`config.mk`:
```
export PLATFORM = sky130hd
export DESIGN_NAME = cic_decim_n
export DESIGN_NICKNAME = d
export VERILOG_FILES = /design/src/rtl/cic_decim_n.sv
export SDC_FILE = /design/constraint.sdc
export NUM_CORES = 2
export LEC_CHECK = 0
export ABC_AREA = 1
export CAP_MARGIN = 20
export CORE_MARGIN = 2
export CORE_UTILIZATION = 40
export DETAILED_ROUTE_END_ITERATION = 8
export GPL_TIMING_DRIVEN = 1
export PLACE_DENSITY = 0.59
export SLEW_MARGIN = 20
export SYNTH_ARGS = -nofsm -noshare
export SYNTH_HDL_FRONTEND = slang
export SYNTH_SLANG_ARGS = --single-unit
```
`constraint.sdc`:
```
create_clock -name clk -period 5.2 [get_ports clk]
set_clock_uncertainty 0.05 [all_clocks]
set_input_delay 0.52 -clock clk [delete_from_list [all_inputs] [get_ports clk]]
set_output_delay 0.52 -clock clk [all_outputs]
set_load 0.005 [all_outputs]
```
`src/rtl/cic_decim_n.sv`:
```
// N-stage CIC decimator with runtime-programmable ratio and gain shift.
// The output is rounded and saturated, and the first tokens after a flush are suppressed.
module cic_decim_n #(
    parameter int unsigned DATA_WIDTH  = 16,
    parameter int unsigned OUT_WIDTH   = 16,
    parameter int unsigned NUM_STAGES  = 5,
    parameter int unsigned DIFF_DELAY  = 1,
    parameter int unsigned MAX_RATIO   = 64,
    parameter int unsigned RATIO_WIDTH = 7,
    parameter int unsigned ACC_WIDTH   = DATA_WIDTH + NUM_STAGES * $clog2(MAX_RATIO * DIFF_DELAY)
) (
    input  logic                          clk,
    input  logic                          rst,
    input  logic                          in_valid,
    input  logic signed [DATA_WIDTH-1:0]  data_in,
    input  logic                          cfg_load,
    input  logic        [RATIO_WIDTH-1:0] dec_ratio,
    input  logic        [5:0]             out_shift,
    output logic                          out_valid,
    output logic signed [OUT_WIDTH-1:0]   data_out,
    output logic                          sat_flag,
    output logic                          cfg_err
);

    localparam int unsigned WarmTokens = NUM_STAGES * DIFF_DELAY;
    localparam int unsigned WarmW      = $clog2(WarmTokens + 1);
    localparam logic [RATIO_WIDTH-1:0] RatioMax = RATIO_WIDTH'(MAX_RATIO);
    localparam logic [RATIO_WIDTH-1:0] RatioOne = RATIO_WIDTH'(1);
    localparam logic [5:0]             ShiftMax = 6'(ACC_WIDTH - 1);
    localparam logic signed [ACC_WIDTH:0] RndOne = (ACC_WIDTH + 1)'(1);
    localparam logic signed [ACC_WIDTH:0] OutMax =
        {{(ACC_WIDTH - OUT_WIDTH + 2){1'b0}}, {(OUT_WIDTH - 1){1'b1}}};
    localparam logic signed [ACC_WIDTH:0] OutMin =
        {{(ACC_WIDTH - OUT_WIDTH + 2){1'b1}}, {(OUT_WIDTH - 1){1'b0}}};

    typedef logic signed [ACC_WIDTH-1:0] acc_t;

    logic flush;
    assign flush = rst | cfg_load;

    // Configuration
    logic [RATIO_WIDTH-1:0] ratio_q;
    logic [5:0]             shift_q;
    logic                   cfg_err_q;

    always_ff @(posedge clk) begin
        if (rst) begin
            ratio_q   <= RatioMax;
            shift_q   <= '0;
            cfg_err_q <= 1'b0;
        end else if (cfg_load) begin
            if (dec_ratio == '0) begin
                ratio_q   <= RatioOne;
                cfg_err_q <= 1'b1;
            end else if (dec_ratio > RatioMax) begin
                ratio_q   <= RatioMax;
                cfg_err_q <= 1'b1;
            end else begin
                ratio_q   <= dec_ratio;
                cfg_err_q <= 1'b0;
            end
            shift_q <= (out_shift > ShiftMax) ? ShiftMax : out_shift;
        end
    end

    // Integrators and decimation counter
    acc_t                   integ_q [NUM_STAGES];
    acc_t                   integ_d [NUM_STAGES];
    logic [RATIO_WIDTH-1:0] cnt_q;
    acc_t                   tap_q;
    logic                   tap_vld_q;
    logic                   dec_hit;

    assign dec_hit = in_valid && (cnt_q == ratio_q - RatioOne);

    always_comb begin
        integ_d[0] = integ_q[0] + acc_t'(data_in);
        for (int k = 1; k < NUM_STAGES; k++) begin
            integ_d[k] = integ_q[k] + integ_q[k-1];
        end
    end

    always_ff @(posedge clk) begin
        if (flush) begin
            for (int k = 0; k < NUM_STAGES; k++) integ_q[k] <= '0;
            cnt_q     <= '0;
            tap_q     <= '0;
            tap_vld_q <= 1'b0;
        end else begin
            tap_vld_q <= dec_hit;
            if (in_valid) begin
                integ_q <= integ_d;
                cnt_q   <= dec_hit ? '0 : cnt_q + RatioOne;
                if (dec_hit) tap_q <= integ_d[NUM_STAGES-1];
            end
        end
    end

    // Comb pipeline: one register per stage, delay lines shift only on a token
    acc_t                  comb_x  [NUM_STAGES];
    logic [NUM_STAGES-1:0] comb_xv;
    acc_t                  diff_q  [NUM_STAGES];
    logic [NUM_STAGES-1:0] vld_q;
    acc_t                  dly_q   [NUM_STAGES][DIFF_DELAY];

    always_comb begin
        comb_xv    = '0;
        comb_x[0]  = tap_q;
        comb_xv[0] = tap_vld_q;
        for (int k = 1; k < NUM_STAGES; k++) begin
            comb_x[k]  = diff_q[k-1];
            comb_xv[k] = vld_q[k-1];
        end
    end

    always_ff @(posedge clk) begin
        if (flush) begin
            vld_q <= '0;
            for (int k = 0; k < NUM_STAGES; k++) begin
                diff_q[k] <= '0;
                for (int i = 0; i < DIFF_DELAY; i++) dly_q[k][i] <= '0;
            end
        end else begin
            vld_q <= comb_xv;
            for (int k = 0; k < NUM_STAGES; k++) begin
                if (comb_xv[k]) begin
                    diff_q[k]   <= comb_x[k] - dly_q[k][DIFF_DELAY-1];
                    dly_q[k][0] <= comb_x[k];
                    for (int i = 1; i < DIFF_DELAY; i++) dly_q[k][i] <= dly_q[k][i-1];
                end
            end
        end
    end

    // Output scaling, saturation and warm-up suppression
    acc_t                         comb_out;
    logic                         comb_vld;
    logic signed [ACC_WIDTH:0]    rnd_sum;
    logic signed [ACC_WIDTH:0]    scaled;
    logic signed [OUT_WIDTH-1:0]  sat_val;
    logic                         sat_hit;
    logic [WarmW-1:0]             warm_q;
    logic                         warm_done;
    logic                         emit;
    logic                         out_valid_q;
    logic signed [OUT_WIDTH-1:0]  data_out_q;
    logic                         sat_q;

    assign comb_out  = diff_q[NUM_STAGES-1];
    assign comb_vld  = vld_q[NUM_STAGES-1];
    assign warm_done = (warm_q == WarmW'(WarmTokens));
    assign emit      = comb_vld && warm_done;

    always_comb begin
        rnd_sum = {comb_out[ACC_WIDTH-1], comb_out};
        if (shift_q != '0) rnd_sum = rnd_sum + (RndOne <<< (shift_q - 6'd1));
        scaled  = rnd_sum >>> shift_q;
        sat_hit = 1'b0;
        sat_val = scaled[OUT_WIDTH-1:0];
        if (scaled > OutMax) begin
            sat_val = OutMax[OUT_WIDTH-1:0];
            sat_hit = 1'b1;
        end else if (scaled < OutMin) begin
            sat_val = OutMin[OUT_WIDTH-1:0];
            sat_hit = 1'b1;
        end
    end

    always_ff @(posedge clk) begin
        if (flush) begin
            warm_q      <= '0;
            out_valid_q <= 1'b0;
            data_out_q  <= '0;
            sat_q       <= 1'b0;
        end else begin
            out_valid_q <= emit;
            if (comb_vld && !warm_done) warm_q <= warm_q + WarmW'(1);
            if (emit) begin
                data_out_q <= sat_val;
                if (sat_hit) sat_q <= 1'b1;
            end
        end
    end

    assign out_valid = out_valid_q;
    assign data_out  = data_out_q;
    assign sat_flag  = sat_q;
    assign cfg_err   = cfg_err_q;

endmodule

```
---- Word level (Yosys, flattened, before mapping) ----
Memories as Yosys holds them, arrays and structs flattened.
Index checks and enable logic that the tools add are counted.
storage, ports and cells
  flip-flop bits (word level) ............. 324
  bits in writable memories ............... 460
  input bits .............................. 33
  output and inout bits ................... 19
  logic and storage cells ................. 98
  memories kept ........................... 2
memory list
  name    words  bits a word  rd ports  clocked after memory_dff  wr ports  line  RTL
  diff_q  5      46           5         0                         5         102   acc_t diff_q [NUM_STAGES];
  dly_q   5      46           5         0                         5         104   acc_t dly_q [NUM_STAGES][DIFF_DELAY];
operators by class
  add/sub/neg operators ................... 15
  $lt $le $gt $ge ......................... 4
  equality and inequality tests ........... 2
  shift-type cells ........................ 2
  multiplexer cells ....................... 38
  bitwise operators ....................... 11
  reductions and logical operators ........ 8
operators by type and width
  cell                                                              number
  2-to-1 mux 46 bit                                                 10
  subtractor 46 bit                                                 5
  adder 46 bit                                                      4
  adder 46 x 47 -> 47 bit                                           1
  greater-than comparator 47 x 16 -> 1 bit (second input constant)  1
  < comparator 47 x 16 -> 1 bit (second input constant)             1
  2-to-1 mux 47 bit                                                 1
  <<< shifter 2 x 6 -> 47 bit (first input constant)                1
  >>> shifter 47 x 6 -> 47 bit                                      1
  adder 46 x 16 -> 46 bit                                           1
  2-to-1 mux 16 bit                                                 2
  2-to-1 mux 1 bit                                                  21
  2-to-1 mux 7 bit                                                  3
  OR 1 bit                                                          11
  adder 7 x 1 -> 7 bit (second input constant)                      1
  == test 7 bit                                                     1
  greater-than comparator 7 bit (second input constant)             1
  zero test 7 bit                                                   1
  subtractor 7 x 1 -> 7 bit (second input constant)                 1
  greater-than comparator 6 bit (second input constant)             1
  2-to-1 mux 6 bit                                                  1
  nonzero test 6 bit                                                1
  subtractor 6 x 1 -> 6 bit (second input constant)                 1
  AND reduction 2 bit                                               2
  other kinds (4)                                                   6

---- Depth between registers and ports, before layout ----
  word-level depth ........................ 9
  depth in mapped cells ................... 42
  mapped depth without buffers ............ 40

---- Least setup slack after synthesis ----
OpenSTA, ideal clock, no wires.
  path kind ............................... reg-to-reg
  start ................................... register shift_q[1]
  end ..................................... register data_out_q[10] (netlist: data_out[10])
  library setup time ...................... 0.122 ns
  arrival ................................. 4.423 ns
  required time ........................... 5.028 ns
  slack ................................... 0.605 ns
  stages on the path, launching flop included .. 38
  path buffers ............................ 4
  cell sequence ........................... dfxtp_1 -> clkbuf_1 -> clkbuf_1 -> clkbuf_1 -> nor2_1 -> nand3_1 -> nor2_1 -> nand2_1 -> inv_1 -> ha_1 -> fa_1 -> nand3_1 -> nand3_1 -> nand2_1 -> nand2_1 -> nand2_1 -> nand3_1 -> nand2_1 -> (+2 left out) -> nand3_1 -> nand3_1 -> nand3_1 -> nand3_1 -> nand2_1 -> nand2_1 -> nand2_1 -> nand2_1 -> nand2_1 -> nor2_1 -> nand2_1 -> nor2_1 -> nand2_1 -> nor2_2 -> nor2_2 -> nor2_8 -> buf_8 -> a21oi_2
on the way
  longest elaborated chain between the ends .. 8
RTL lines
  element                           line  RTL
  start, declared                   43    logic [5:0] shift_q;
  start signal, assigned            62    shift_q <= (out_shift > ShiftMax) ? ShiftMax : out_shift;
  subtractor 6 x 1 -> 6 bit         156   if (shift_q != '0) rnd_sum = rnd_sum + (RndOne <<< (shift_q - 6'd1));
  <<< shifter 2 x 6 -> 47 bit       156
  adder 46 x 47 -> 47 bit           156
  2-to-1 mux 47 bit                 156
  >>> shifter 47 x 6 -> 47 bit (*)  157   scaled = rnd_sum >>> shift_q;
  < comparator 47 x 16 -> 1 bit     163   end else if (scaled < OutMin) begin
  2-to-1 mux 16 bit                 163
  2-to-1 mux 16 bit (*)             160   if (scaled > OutMax) begin
  end signal, assigned              179   data_out_q <= sat_val;
  end, declared                     146   logic signed [OUT_WIDTH-1:0] data_out_q;
Every way passes the cells marked *; elsewhere a longest branch is shown, timed or not.
A chain may end at the register's enable or synchronous reset.

---- Worst setup path in the final report ----
  start ................................... register shift_q[0]
  end ..................................... register data_out_q[12] (netlist: data_out[12])
Same word-level chain as after synthesis.

==> out/qor.yml <==
rr_worst_depth: 33
cts_buffers: 93
worstMarginPinSlew_ns: 1.015
wl_met2_um: 80860
grt_util_all_layers_pct: 21.88
yosys-top-cells-area: "edfxtp_1, nand2_1, dfxtp_1"
clkTransAtPathRegs_ns: 0.06
worstReg2RegStart: "shift_q[0]"
ys.warnings.count: 0
grt_pass1_vias: 51951
synth_ff_type: "edfxtp_1"
drv_slew: 0
outcome: "complete, no violations"
first_pass_iters: 8
crit_required_ns: 5.70
final_core_util_pct: 45.11
power_frac_comb_pct: 19.0
antenna_left: 0
syn-cell-area_mm2: 0.06070
drt-total-wl_um: 174000
crit_path_start_kind: "flop"
synth_top_area_share_pct: 22.76
drv_cap: 0
final_cell_area_mm2: 0.06781
worstHoldEndpoint: "integ_q[47]"
hp-class: "input pin to flop"
cp_data_arrival_time_ns: 5.45
total_leakage_power_nw: 35.24
synthArstFlopShare_pct: 0
regToRegSetupSlack_ns: 0.24
cts_max_path_buffers: 3
peakVddDrop_mv: 0.2293
die_h_um: 393.6
cts_max_level: 3
tritoncts: "built"
period_share_pct: 95.32
critPathCaptureType: "flop"
placed_area_mm2: 0.06415
wl_per_cell_um: 16.01
hold_start: "in_valid"
clkPwrFrac_pct: 40.7
grt_pass1_wl_um: 277300
root_buffer: "clkbuf_16"
final-hold-violation-count: 0
drive_above_1_share_pct: 5.773
core_mm2: 0.1503
drt-initial-drc-count: 4119
maxSlewHeadroom_pct: 32.33
top_layer_used: "met4"
dr_total_vias: 55487
worst_skew_pair.late_latency_ns: 0.71
postCtsHoldBufs: 0
reg2reg_to: "data_out[12]"
finalNonFillerCells: 10869
crit_path_top_delay_cell: "dfxtp_2"
critPathMaxStageDelay_ns: 0.36
synth_top_cell_by_area: "edfxtp_1"
p_int_mw: 12.13
postSynthAreaPerCell_um2: 6.985
power.share.switching_pct: 29.82
setup_violations: 0
routedLengthMet1_um: 79750
nets: 9315
io_buffers: 51
std_cell_rows: 142
clock_sinks: 784
antenna_found_initial: 0
gp_congestion: 1.022
n_fill_cell: 15519
seqCellArea_mm2: 0.02031
dr_wl_met3_um: 6169
synthToLayoutAreaGrowth_pct: 11.71
dp_cells: 10688
p_switching_mw: 5.154
worst_hold_slack_ns: 0.1462
multi_input_area_mm2: 0.03404
synth_edf_count: 460
via_per_inst: 5.105
ios: 52
critical_path.most_common_cell: "nand2_1"
yosys-top-cells-count: "nand2_1, inv_1, nor2_1"
power_per_cell_area_mw_per_mm2: 254.9
synth-seq-cells: 784
drcViolationCount: 0
fin_setup_tns_ns: 0
finalCriticalPeriod_ns: 4.956
syn_nets: 9234
die-width_um: 393.6
dp_hpwl_um: 136800
path_class: "flop to flop"
syn_inst: 8690
grt_max_degree: 145
dieArea_mm2: 0.1549
yosysUniqueCellTypes: 62
seq_area_frac_synth_pct: 33.44
grt_overflow: 0
seqPwrFrac_pct: 40.3
fmax_mhz: 201.8
worstPathMaxFanout: 7
start_util_pct: 40.38
yosysMostFrequentCell: "nand2_1"
min_path_cells: 2
==> power by group through the flow <==
stage	Combinational [mW]	Sequential, mW	Clock (mW)
4_1_cts	3.23	6.97	7.25
5_1_grt	3.70	6.99	7.47
3_5_place_dp	3.21	7.10	0
6_report	3.28	6.97	7.03
3_3_place_gp	3.20	7.10	0
2_1_floorplan	2.33	7.02	0
==> metal layers <==
metal,up-vias,track usage (%)
li1,28857,-
met1,25215,28.72
met3,278,1.819
met4,0,9.004
met2,1137,37.02
met5,-,0
==> worst max path at each step <==
| stage | startpoint | to | slack, ns | cells after the start |
|---|---|---|---|---|
| 2_1_floorplan | shift_q[1] | data_out[10] | 0.60 | 37 |
| 3_3_place_gp | shift_q[1] | data_out[2] | 0.15 | 33 |
| 3_5_place_dp | shift_q[4] | data_out[2] | 0.15 | 34 |
| 4_1_cts | shift_q[4] | data_out[2] | 0.1 | 31 |
| 5_1_grt | shift_q[3] | sat_flag | -0.05 | 39 |
| 6_report | shift_q[0] | data_out[12] | 0.24 | 33 |
==> critical path, delay by kind of cell (launching register included) <==
kind	cells	cell delay [ns]
compound gates	1	0.09
fa+ha+maj	1	0.34
buf+inv	4	0.57
flops	1	0.36
simple gates	27	3.40
==> final cells by class <==
type / instances / area share [%]
multi-input combinational: 6145 / 50.20
sequential: 784 / 29.95
inverter: 1542 / 8.569
clock buffer: 126 / 3.936
tap: 2016 / 3.720
timing repair buffer: 205 / 2.617
clock inverter: 50 / 1.013
antenna: 1 / 0.003690
==> kinds of logic (layout without fill, tap and decap cells) <==
group | after synthesis | count (layout) | share of synthesized area (%)
xor gates and xnor gates | 236 | 236 | 3.405
other | 0 | 1 | 0
AOI/OAI and AO/OA | 1975 | 1975 | 18.17
DFF | 784 | 784 | 33.44
adders and majority gates | 511 | 511 | 10.67
buffers and inverters | 1762 | 1923 | 11.01
muxes | 3 | 3 | 0.04947
and+or+nand+nor | 3419 | 3420 | 23.26
==> stage by stage <==
stage	power, mW	setup slack, ns
floorplan	9.353	0.6050
global placement	10.30	0.1474
detailed placement	10.31	0.1526
CTS	17.46	0.09625
global route	18.16	-0.04776
finish	17.29	0.2436
==> repair_timing <==
| item | in CTS | in global routing |
|---|---|---|
| endpoints found under the setup margin | 0 | 16 |
| gates resized for setup | 0 | 68 |
| buffers inserted | 0 | 3 |
==> state kept, by name, indices dropped and copies added (netlist names) <==
register and count:
out_valid 1, cnt_q 7, tap_q 46, diff_q 230, cfg_err 1, integ_q 230
warm_q 3, ratio_q 7, data_out 16, tap_vld_q 1, shift_q 6, dly_q 230
vld_q 5, sat_flag 1
==> layout by cell type (no fill, tap or decap), types with 9 or more instances in the layout <==
cell type,n
a21o_1,20
clkbuf_1,18
nor2_2,32
fa_1,11
o21a_1,111
nand3_1,447
a211oi_1,23
nand3_2,39
nor3_1,56
clkbuf_8,9
buf_4,143
bufinv_16,12
nand4_1,35
o31ai_1,13
inv_1,1520
o21ai_1,33
o21ai_0,606
nand3b_1,19
clkdlybuf4s50_1,50
o21bai_1,13
nand2_2,18
inv_2,16
clkbuf_16,99
o211ai_1,78
a21boi_1,10
clkinv_1,10
or2_2,46
nor2_1,902
edfxtp_1,460
o221ai_1,19
dfxtp_1,319
nand2_1,1784
a31oi_1,135
ha_1,497
a21oi_1,837
xnor2_1,108
a21boi_0,33
a221oi_1,9
a21oi_2,14
xor2_1,128
No activity file was read; power rests on OpenSTA's default activity.
